File: config.mk
export PLATFORM = sky130hd
export DESIGN_NAME = axi4_lite_master
export DESIGN_NICKNAME = d
export VERILOG_FILES = /design/src/rtl/axi4_lite_master_pkg.sv /design/src/rtl/axi4_lite_master.sv
export SDC_FILE = /design/constraint.sdc
export NUM_CORES = 1
export LEC_CHECK = 0
export BUFFER_PORTS_ARGS = -buffer_cell sky130_fd_sc_hd__buf_2
export CORE_UTILIZATION = 45
export DETAILED_ROUTE_END_ITERATION = 10
export PLACE_DENSITY = 0.85
export SLEW_MARGIN = 25
export SYNTH_ARGS = -nofsm -noshare
export SYNTH_HDL_FRONTEND = slang
export SYNTH_SLANG_ARGS = --single-unit
File: constraint.sdc
create_clock -name ACLK -period 2 [get_ports ACLK]
set_input_delay 0.4 -clock ACLK [delete_from_list [all_inputs] [get_ports ACLK]]
set_output_delay 0.4 -clock ACLK [all_outputs]
set_load 0.005 [all_outputs]
File: src/rtl/axi4_lite_master_pkg.sv
// Shared widths and FSM state encodings for the AXI4-Lite master.
package axi4_lite_Defs;

  localparam int unsigned Addr_Width = 32;
  localparam int unsigned Data_Width = 32;

  typedef enum logic [1:0] {
    W_IDLE = 2'd0,
    W_ADDR = 2'd1,
    W_RESP = 2'd2,
    W_DONE = 2'd3
  } wr_state_t;

  typedef enum logic [1:0] {
    R_IDLE = 2'd0,
    R_ADDR = 2'd1,
    R_DATA = 2'd2,
    R_DONE = 2'd3
  } rd_state_t;

endpackage

File: src/rtl/axi4_lite_master.sv
// AXI4-Lite master: turns single-cycle read/write strobes into full AXI4-Lite
// transactions. Independent registered write and read engines.
module axi4_lite_master #(
  parameter int unsigned Addr_Width = axi4_lite_Defs::Addr_Width,
  parameter int unsigned Data_Width = axi4_lite_Defs::Data_Width
) (
  input  logic                  ACLK,
  input  logic                  ARESETN,
  input  logic                  wr_start,
  input  logic [Addr_Width-1:0] wr_addr,
  input  logic [Data_Width-1:0] wr_data,
  output logic                  wr_busy,
  output logic                  wr_done,
  input  logic                  rd_start,
  input  logic [Addr_Width-1:0] rd_addr,
  output logic [Data_Width-1:0] rd_data,
  output logic                  rd_busy,
  output logic                  rd_done,
  output logic [Addr_Width-1:0] AWADDR,
  output logic                  AWVALID,
  input  logic                  AWREADY,
  output logic [Data_Width-1:0] WDATA,
  output logic                  WVALID,
  input  logic                  WREADY,
  input  logic                  BVALID,
  output logic                  BREADY,
  output logic [Addr_Width-1:0] ARADDR,
  output logic                  ARVALID,
  input  logic                  ARREADY,
  input  logic [Data_Width-1:0] RDATA,
  input  logic                  RVALID,
  output logic                  RREADY
);

  import axi4_lite_Defs::*;

  wr_state_t             wr_state_q, wr_state_d;
  logic [Addr_Width-1:0] awaddr_q, awaddr_d;
  logic [Data_Width-1:0] wdata_q, wdata_d;
  logic                  awvalid_q, awvalid_d;
  logic                  wvalid_q, wvalid_d;
  logic                  bready_q, bready_d;
  logic                  wr_done_q, wr_done_d;

  rd_state_t             rd_state_q, rd_state_d;
  logic [Addr_Width-1:0] araddr_q, araddr_d;
  logic                  arvalid_q, arvalid_d;
  logic                  rready_q, rready_d;
  logic [Data_Width-1:0] rd_data_q, rd_data_d;
  logic                  rd_done_q, rd_done_d;

  always_ff @(posedge ACLK or negedge ARESETN) begin
    if (!ARESETN) begin
      wr_state_q <= W_IDLE;
      awaddr_q   <= '0;
      wdata_q    <= '0;
      awvalid_q  <= 1'b0;
      wvalid_q   <= 1'b0;
      bready_q   <= 1'b0;
      wr_done_q  <= 1'b0;
    end else begin
      wr_state_q <= wr_state_d;
      awaddr_q   <= awaddr_d;
      wdata_q    <= wdata_d;
      awvalid_q  <= awvalid_d;
      wvalid_q   <= wvalid_d;
      bready_q   <= bready_d;
      wr_done_q  <= wr_done_d;
    end
  end

  always_comb begin
    wr_state_d = wr_state_q;
    awaddr_d   = awaddr_q;
    wdata_d    = wdata_q;
    awvalid_d  = awvalid_q;
    wvalid_d   = wvalid_q;
    bready_d   = bready_q;
    wr_done_d  = 1'b0;
    case (wr_state_q)
      W_IDLE: begin
        if (wr_start) begin
          awaddr_d   = wr_addr;
          wdata_d    = wr_data;
          awvalid_d  = 1'b1;
          wvalid_d   = 1'b1;
          wr_state_d = W_ADDR;
        end
      end
      W_ADDR: begin
        // AW and W handshakes retire independently; response phase starts
        // once neither valid remains outstanding.
        if (awvalid_q && AWREADY) awvalid_d = 1'b0;
        if (wvalid_q && WREADY)   wvalid_d  = 1'b0;
        if (!awvalid_d && !wvalid_d) begin
          bready_d   = 1'b1;
          wr_state_d = W_RESP;
        end
      end
      W_RESP: begin
        if (BVALID) begin
          bready_d   = 1'b0;
          wr_done_d  = 1'b1;
          wr_state_d = W_DONE;
        end
      end
      W_DONE:  wr_state_d = W_IDLE;
      default: wr_state_d = W_IDLE;
    endcase
  end

  always_ff @(posedge ACLK or negedge ARESETN) begin
    if (!ARESETN) begin
      rd_state_q <= R_IDLE;
      araddr_q   <= '0;
      arvalid_q  <= 1'b0;
      rready_q   <= 1'b0;
      rd_data_q  <= '0;
      rd_done_q  <= 1'b0;
    end else begin
      rd_state_q <= rd_state_d;
      araddr_q   <= araddr_d;
      arvalid_q  <= arvalid_d;
      rready_q   <= rready_d;
      rd_data_q  <= rd_data_d;
      rd_done_q  <= rd_done_d;
    end
  end

  always_comb begin
    rd_state_d = rd_state_q;
    araddr_d   = araddr_q;
    arvalid_d  = arvalid_q;
    rready_d   = rready_q;
    rd_data_d  = rd_data_q;
    rd_done_d  = 1'b0;
    case (rd_state_q)
      R_IDLE: begin
        if (rd_start) begin
          araddr_d   = rd_addr;
          arvalid_d  = 1'b1;
          rready_d   = 1'b1;
          rd_state_d = R_ADDR;
        end
      end
      R_ADDR: begin
        if (ARREADY) begin
          arvalid_d  = 1'b0;
          rd_state_d = R_DATA;
        end
      end
      R_DATA: begin
        if (RVALID) begin
          rd_data_d  = RDATA;
          rready_d   = 1'b0;
          rd_done_d  = 1'b1;
          rd_state_d = R_DONE;
        end
      end
      R_DONE:  rd_state_d = R_IDLE;
      default: rd_state_d = R_IDLE;
    endcase
  end

  assign AWADDR  = awaddr_q;
  assign AWVALID = awvalid_q;
  assign WDATA   = wdata_q;
  assign WVALID  = wvalid_q;
  assign BREADY  = bready_q;
  assign wr_done = wr_done_q;
  assign wr_busy = (wr_state_q != W_IDLE);

  assign ARADDR  = araddr_q;
  assign ARVALID = arvalid_q;
  assign RREADY  = rready_q;
  assign rd_data = rd_data_q;
  assign rd_done = rd_done_q;
  assign rd_busy = (rd_state_q != R_IDLE);

endmodule

### Word level (Yosys, flattened, before mapping)

Cells that the tools add are included.

* word-level logic and storage cells: 74
* flip-flop bits (word level): 139

* reductions and logical operators: 22
* mux-type cells: 27
* equal/unequal tests: 12

Operator list (count)
* 2-bit case mux with 4 select lines: 2
* 3-bit AND reduction: 5
* 1-bit 2-to-1 mux: 14
* 2-bit 2-to-1 mux: 6
* 2-bit inequality test (second input constant): 6
* 2-bit nonzero test: 6
* 1-bit case mux with 2 select lines: 5
* 2-bit == test (second input constant): 4
* 2-bit AND reduction: 4
* 2-bit by 1-bit == test with 1-bit output (second input constant): 2
* 2-bit logical NOT: 2
* 1-bit logical AND: 3
* 1-bit logical NOT: 2

### Depth between registers and ports, before layout

Gate-level depths: netlist (run 1).

* depth after elaboration: 7
* gate-level depth with buffers: 6

### Worst setup path after synthesis (run 1)

OpenSTA, ideal clock, no wires.

* path kind: register to register
* start point: register rd_state_q[0]
* end point: register rd_data_q[10], in the netlist rd_data[10]
* setup time: 125 ps
* path slack: 542 ps
* arrival time: 1333 ps
* clock period less this slack: 1458 ps
* data required time: 1875 ps
* stages on the path, launching flop included: 6
* path through: dfrtp_1 inv_1 ha_1 nand2_1 buf_2 mux2_2

* longest elaborated chain between the ends: 2

RTL lines
* start, declared: RTL line axi4_lite_master.sv:45 `rd_state_t rd_state_q, rd_state_d;`
* start signal, assigned: RTL line axi4_lite_master.sv:121 `rd_state_q <= rd_state_d;`
* 2-bit == test: RTL line axi4_lite_master.sv:137 `case (rd_state_q)`
* 2-bit AND reduction (no source line)
* end signal, assigned: RTL line axi4_lite_master.sv:125 `rd_data_q <= rd_data_d;`
* end, declared: RTL line axi4_lite_master.sv:49 `logic [Data_Width-1:0] rd_data_q, rd_data_d;`

Every way passes these cells.
A chain may end at the register's enable or synchronous reset.

### Final worst setup path (run 1)

* start point: register wr_state_q[1]
* end point: output port wr_busy

* longest elaborated chain between the ends: 1

RTL lines
* start, declared: RTL line axi4_lite_master.sv:37 `wr_state_t wr_state_q, wr_state_d;`
* start signal, assigned: RTL line axi4_lite_master.sv:62 `wr_state_q <= wr_state_d;`
* 2-bit nonzero test: RTL line axi4_lite_master.sv:171 `assign wr_busy = (wr_state_q != W_IDLE);`
* end, declared: RTL line axi4_lite_master.sv:12 `output logic wr_busy,`

Every way passes these cells.

==> out/metrics.yaml, run 1 <==
outcome: "finished with violations"
violations: "DRC"
required_ps: 1600
synth_area_um2: 5410
grt_max_degree: 43
initial_core_util_pct: 46.8
min_path_type: "in2reg"
slowest_stage: "dfrtp_1"
vias: 3770
critPathBufInv: 3
synth.distinct_cells: 25
grt_pass1_vias: 4163
p_per_area_nw_per_um2: 1710
startpoint_type: "register"
post_cts.repair.setup_buffers: 0
arrival_ps: 1420
cp-end-kind: "primary output"
wl_per_cell_um: 16.2
synth_area_leaders: "dfrtp_1 64%, mux2_2 25%, ha_1 1.6%"
diodes: 0
drv_cap: 0
worst_pin_slew_ps: 423
path_delay_family: "flip-flops"
setup_viol: 0
h-tree-depth: 4
synth_top_area_share_pct: 64.3
post-route-min-period_ps: 1820
rows: 39
antenna_found_initial: 0
clkTransAtPathRegs_ps: 60
tns_ps: 0
power_mw: 13.2
synth_common_cells: "139 x dfrtp_1, 121 x mux2_2, 14 x inv_1"
clk_path_buf_depth: 2
slowest_delay_ps: 400
timing.hold.ws_ps: 202
area_growth_pct: 42.3
crit_path_frequent_cell: "inv_1"
antenna_left: 0
clock_latency_ps: 410
grt_setup_unrepaired: "false"
dieArea_um2: 12500
core_area_um2: 11600
synth_edf_count: 0
cts-root-buf: "clkbuf_16"
yosysMostFrequentCell: "dfrtp_1"
synth.largest_area_cell: "dfrtp_1"
fin_skew_ps: 4.07
synth_ff_type: "dfrtp_1"
io_buffers: 273
die_w_um: 112
syn_nets: 479
hold_buffers: 1
p_leak_nw: 3.94
period_share_pct: 91.0
fmax_mhz: 549
ys_seq_elements: 139
grt_usage_pct: 21.7
ir_drop_mv: 1.06
slew_viol_final: 0
finish.utilization_pct: 66.6
dp_hpwl_mm: 9.52
grt.overflow.total: 0
async_reset_ff_share_pct: 100
crit_fanout: 5
hold_viol: 0
viasPerCell: 4.83
worstPathCellList: "inv_1 -> ha_1 -> inv_1 -> buf_2"
cts_buffers: 17
max_slew_margin_pct: 71.8
ys_seq_area_share_pct: 64.3
fin_nets: 768
cts-resized-gates: 0
place.gp.congestion: 0.803
avgSynthCellArea_um2: 16.2
first_pass_iters: 8
grt_pass1_wl_mm: 20.5
die_h_um: 112
drt_iter0_drc: 205
layout-drive-gt1-share_pct: 69.1
cts_tree: "yes"
drc: 19
ys.warnings.count: 0
pin_count: 274
wl_mm: 12.6
synth_cells: 335
critical_path_class: "reg2out"
cts.sinks: 139
-- flip-flops by register name (all words and copies together) (netlist names) --
signal	cells
BREADY	1
AWVALID	1
rd_data	32
WVALID	1
WDATA	32
ARADDR	32
ARVALID	1
wr_done	1
rd_state_q	2
rd_done	1
wr_state_q	2
RREADY	1
AWADDR	32
-- metrics by stage --
stage	cell area [µm²]	instances	worst slack (ps)
2_1_floorplan	5410	335	542
3_3_place_gp	6980	747	324
3_5_place_dp	6980	747	253
4_1_cts	7700	780	161
5_1_grt	7700	780	93.0
6_report	7700	780	180
-- routing by layer --
layer  track usage (%)  vias up  share of wire (%)  routed length, µm
met5                 0        -                  0                  0
li1                  -     1744                  -                  -
met3              8.06       18                7.0                876
met1              22.1     1849                 36               4500
met4              7.66        0                1.6                206
met2              40.4      159                 56               7020
-- path summary, 6_finish.rpt --
check / slack (ps) / startpoint / to / depth (start not counted)
max in group asynchronous: 960 / ARESETN / AWADDR[11]$_DFFE_PN0P_ / 3
setup / recovery: 180 / wr_state_q[1]$_DFFE_PN0P_ / wr_busy / 4
min in group asynchronous: 490 / ARESETN / rd_data[2]$_DFFE_PN0P_ / 2
setup reg to reg: 250 / wr_state_q[0]$_DFFE_PN0P_ / WDATA[28]$_DFFE_PN0P_ / 5
hold reg to reg: 490 / ARADDR[4]$_DFFE_PN0P_ / ARADDR[4]$_DFFE_PN0P_ / 1
hold / removal: 200 / rd_addr[4] / ARADDR[4]$_DFFE_PN0P_ / 2
-- final cells by class --
class,count,area [µm²]
multi-input combinational,170,1770
fill,794,3860
tap,143,179
clock buffer,20,447
timing repair buffer,282,1510
clock inverter,12,267
sequential,139,3480
inverter,14,52.6
-- placed cells by master, fill, tap and decap left out, drive strengths merged, types with 2 or more instances in the layout --
cell type    n
a21oi        2
a22o         3
and2b        2
buf        281
bufinv       8
clkbuf      20
clkinv       3
dfrtp      139
ha           7
inv         14
mux2       129
nand2       11
o21ai        7
o32a         2
-- worst reg2reg max path, stage by stage, from the launching register on --
cell and delay (ps):
dfrtp_1 370, inv_1 90, ha_1 290, nand2_4 210, buf_12 280, mux2_2 390
-- logic make-up (layout without fill, tap and decap cells) --
kind of cell	count (synthesis)	count (layout)	share of synthesized area [%]
buffers and inverters	26	328	2.96
flip-flops	139	139	64.3
AND/OR/NAND/NOR	16	16	1.57
adder cells (fa/ha/maj)	7	7	1.62
AO/OA/AOI/OAI	18	18	2.38
multiplexers	129	129	27.2
-- power breakdown --
part / switching [mW] / internal, mW
registers: 0.718 / 4.26
logic: 1.80 / 2.61
clock network: 1.15 / 2.62
total: 3.66 / 9.49
Power figures use the tool's default switching activity.
==> inputs of run 2 (changes only) <==
==> constraint.sdc (replaced) <==
create_clock -name ACLK -period 1.9 [get_ports ACLK]
set_input_delay 0.38 -clock ACLK [delete_from_list [all_inputs] [get_ports ACLK]]
set_output_delay 0.38 -clock ACLK [all_outputs]
set_load 0.005 [all_outputs]
==> run 2 against run 1 <==
The flow still finishes with violations (DRC). Clock-buffer cell count rose by 1. Via count up 0.21%. Highest routed layer unchanged. Cell area down 1.2%. Combinational power increased by 5.7%. Worst hold slack worse by 5.3 ps. Register-to-register slack got worse by 110 ps. Die area stayed put. Utilization fell by 0.81 points. Sequential power rose by 5.4%. Routed wire length increased by 1.3%.
==> out/metrics.yaml, run 2 (synthesized netlist as in run 1, its figures left out) <==
outcome: "finished with violations"
violations: "DRC"
diodes: 0  # unchanged
p_leak_nw: 3.89  # -1.2%
drv_cap: 0  # unchanged
swShare_pct: 29.0  # +1.1 points
drt_iter0_drc: 180  # -12%
clk_path_buf_depth: 2  # unchanged
grt.overflow.total: 0  # unchanged
die_w_um: 112  # unchanged
required_ps: 1520  # -80 ps
wl_per_cell_um: 16.4  # +1.6%
die_h_um: 112  # unchanged
fin_ws_ps: 102  # -77.8 ps
worstPathCellList: "inv_1 -> ha_1 -> inv_1 -> buf_2"
place.gp.congestion: 0.820  # +2.1%
vias: 3778  # +0.21%
clock_latency_ps: 410  # about the same
min_path_type: "in2reg"
wl_met3_um: 926  # +5.7%
setup_viol: 0  # unchanged
layout-drive-gt1-share_pct: 69.3  # +0.22 points
post_cts.repair.setup_buffers: 0  # unchanged
slew_viol_final: 0  # unchanged
grt_usage_pct: 21.5  # -0.21 points
dp_hpwl_mm: 9.67  # +1.6%
antenna_left: 0  # unchanged
combPwrFrac_pct: 35.0  # +1.5 points
dpl_worst_slack_ps: 141  # -112 ps
grt_max_degree: 84  # +95%
antenna_found_initial: 0  # unchanged
grt_setup_unrepaired: "false"
core_area_um2: 11600  # unchanged
crit_path_frequent_cell: "inv_1"
cts_tree: "yes"
finish.utilization_pct: 65.8  # -0.81 points
layout_common_cells: "272 x buf_2, 139 x dfrtp_1, 121 x mux2_2"
worst_pin_slew_ps: 440  # +16.5 ps
p_per_area_nw_per_um2: 1750  # +2.3%
cts_buffers: 17  # unchanged
initial_core_util_pct: 46.8  # unchanged
io_buffers: 273  # unchanged
hold_viol: 0  # unchanged
fmax_mhz: 556
cp-end-kind: "primary output"
drc: 19  # unchanged
slowest_stage: "dfrtp_1"
intPower_mw: 9.43  # -0.56%
ir_drop_mv: 0.974  # -8.0%
cts.sinks: 139  # unchanged
grt_pass1_vias: 4127  # -0.86%
max_slew_margin_pct: 70.7  # -1.1 points
wl_met2_mm: 6.98  # -0.51%
pin_count: 274  # unchanged
timing.hold.ws_ps: 197  # -5.31 ps
grt_pass1_wl_mm: 20.5  # unchanged
critical_path_class: "reg2out"
clkTransAtPathRegs_ps: 60  # about the same
fin_skew_ps: 7.52  # +3.45 ps
wl_met1_mm: 4.59  # +2.1%
power.switching_mw: 3.86  # +5.2%
p_clk_share_pct: 25.5  # -3.2 points
cts-root-buf: "clkbuf_16"
rows: 39  # unchanged
startpoint_type: "register"
fin_nets: 766  # -0.26%
crit_fanout: 5  # unchanged
area_growth_pct: 40.6
pwr-share-seq_pct: 39.5  # +1.7 points
first_pass_iters: 8  # unchanged
top_layer: "met4"
dieArea_um2: 12500  # unchanged
tns_ps: 0  # unchanged
post-route-min-period_ps: 1800
h-tree-depth: 4  # unchanged
wl_mm: 12.8  # +1.3%
period_share_pct: 94.6
arrival_ps: 1420  # about the same
viasPerCell: 4.86  # +0.47%
final_common_cell: "buf_2"
slowest_delay_ps: 400  # about the same
[run 2: routing by layer]
layer	GRT usage, %	up-vias
li1	-	1738
met1	23.1	1854
met2	38.3	158
met3	7.02	28
met4	9.82	0
met5	0	-
[run 2: area by class of cell]
class | count | area (µm²)
multi-input combinational | 170 | 1770
fill | 860 | 3960
clock inverter | 11 | 141
inverter | 14 | 52.6
tap | 143 | 179
sequential | 139 | 3480
timing repair buffer | 280 | 1500
clock buffer | 21 | 480
[run 2: what timing repair did]
| item | in CTS | in global routing |
|---|---|---|
| endpoints found under the hold margin | 56 | 0 |
| gates resized for setup | 0 | 0 |
| setup endpoints to repair | 0 | 0 |
| hold buffers | 1 | 0 |
[run 2: path summary, 6_finish.rpt]
path                                           to                      start  slack (ps)  cells past startpoint
setup / recovery                          wr_busy  wr_state_q[0]$_DFFE_PN0P_         100                      4
hold / removal              ARADDR[4]$_DFFE_PN0P_                 rd_addr[4]         200                      2
setup reg to reg           AWADDR[21]$_DFFE_PN0P_  wr_state_q[0]$_DFFE_PN0P_         140                      5
hold reg to reg            ARADDR[13]$_DFFE_PN0P_     ARADDR[13]$_DFFE_PN0P_         500                      1
max in group asynchronous  AWADDR[11]$_DFFE_PN0P_                    ARESETN         930                      3
min in group asynchronous  rd_data[4]$_DFFE_PN0P_                    ARESETN         360                      2
[run 2: critical path, delay by kind of cell, from the launching register on]
kind       cells  cell delay, ps
fa+ha+maj      1             310
flops          1             400
buf+inv        3             310
[run 2: per-stage QoR]
step	instance area, µm²	total power, mW	instances
final	7610	13.3	778
after global routing	7610	14.1	778
after detailed placement	6980	10.0	745
after floorplan	5410	7.70	335
after global placement	6980	9.66	745
after CTS	7610	13.5	778
[run 2: power by group through the flow]
stage               combinational, mW  clock (mW)  sequential, mW
floorplan                        2.35           0            5.35
global placement                 4.49           0            5.17
detailed placement               4.73           0            5.29
CTS                              4.74        3.46            5.26
global route                     5.05        3.59            5.43
finish                           4.65        3.39            5.25
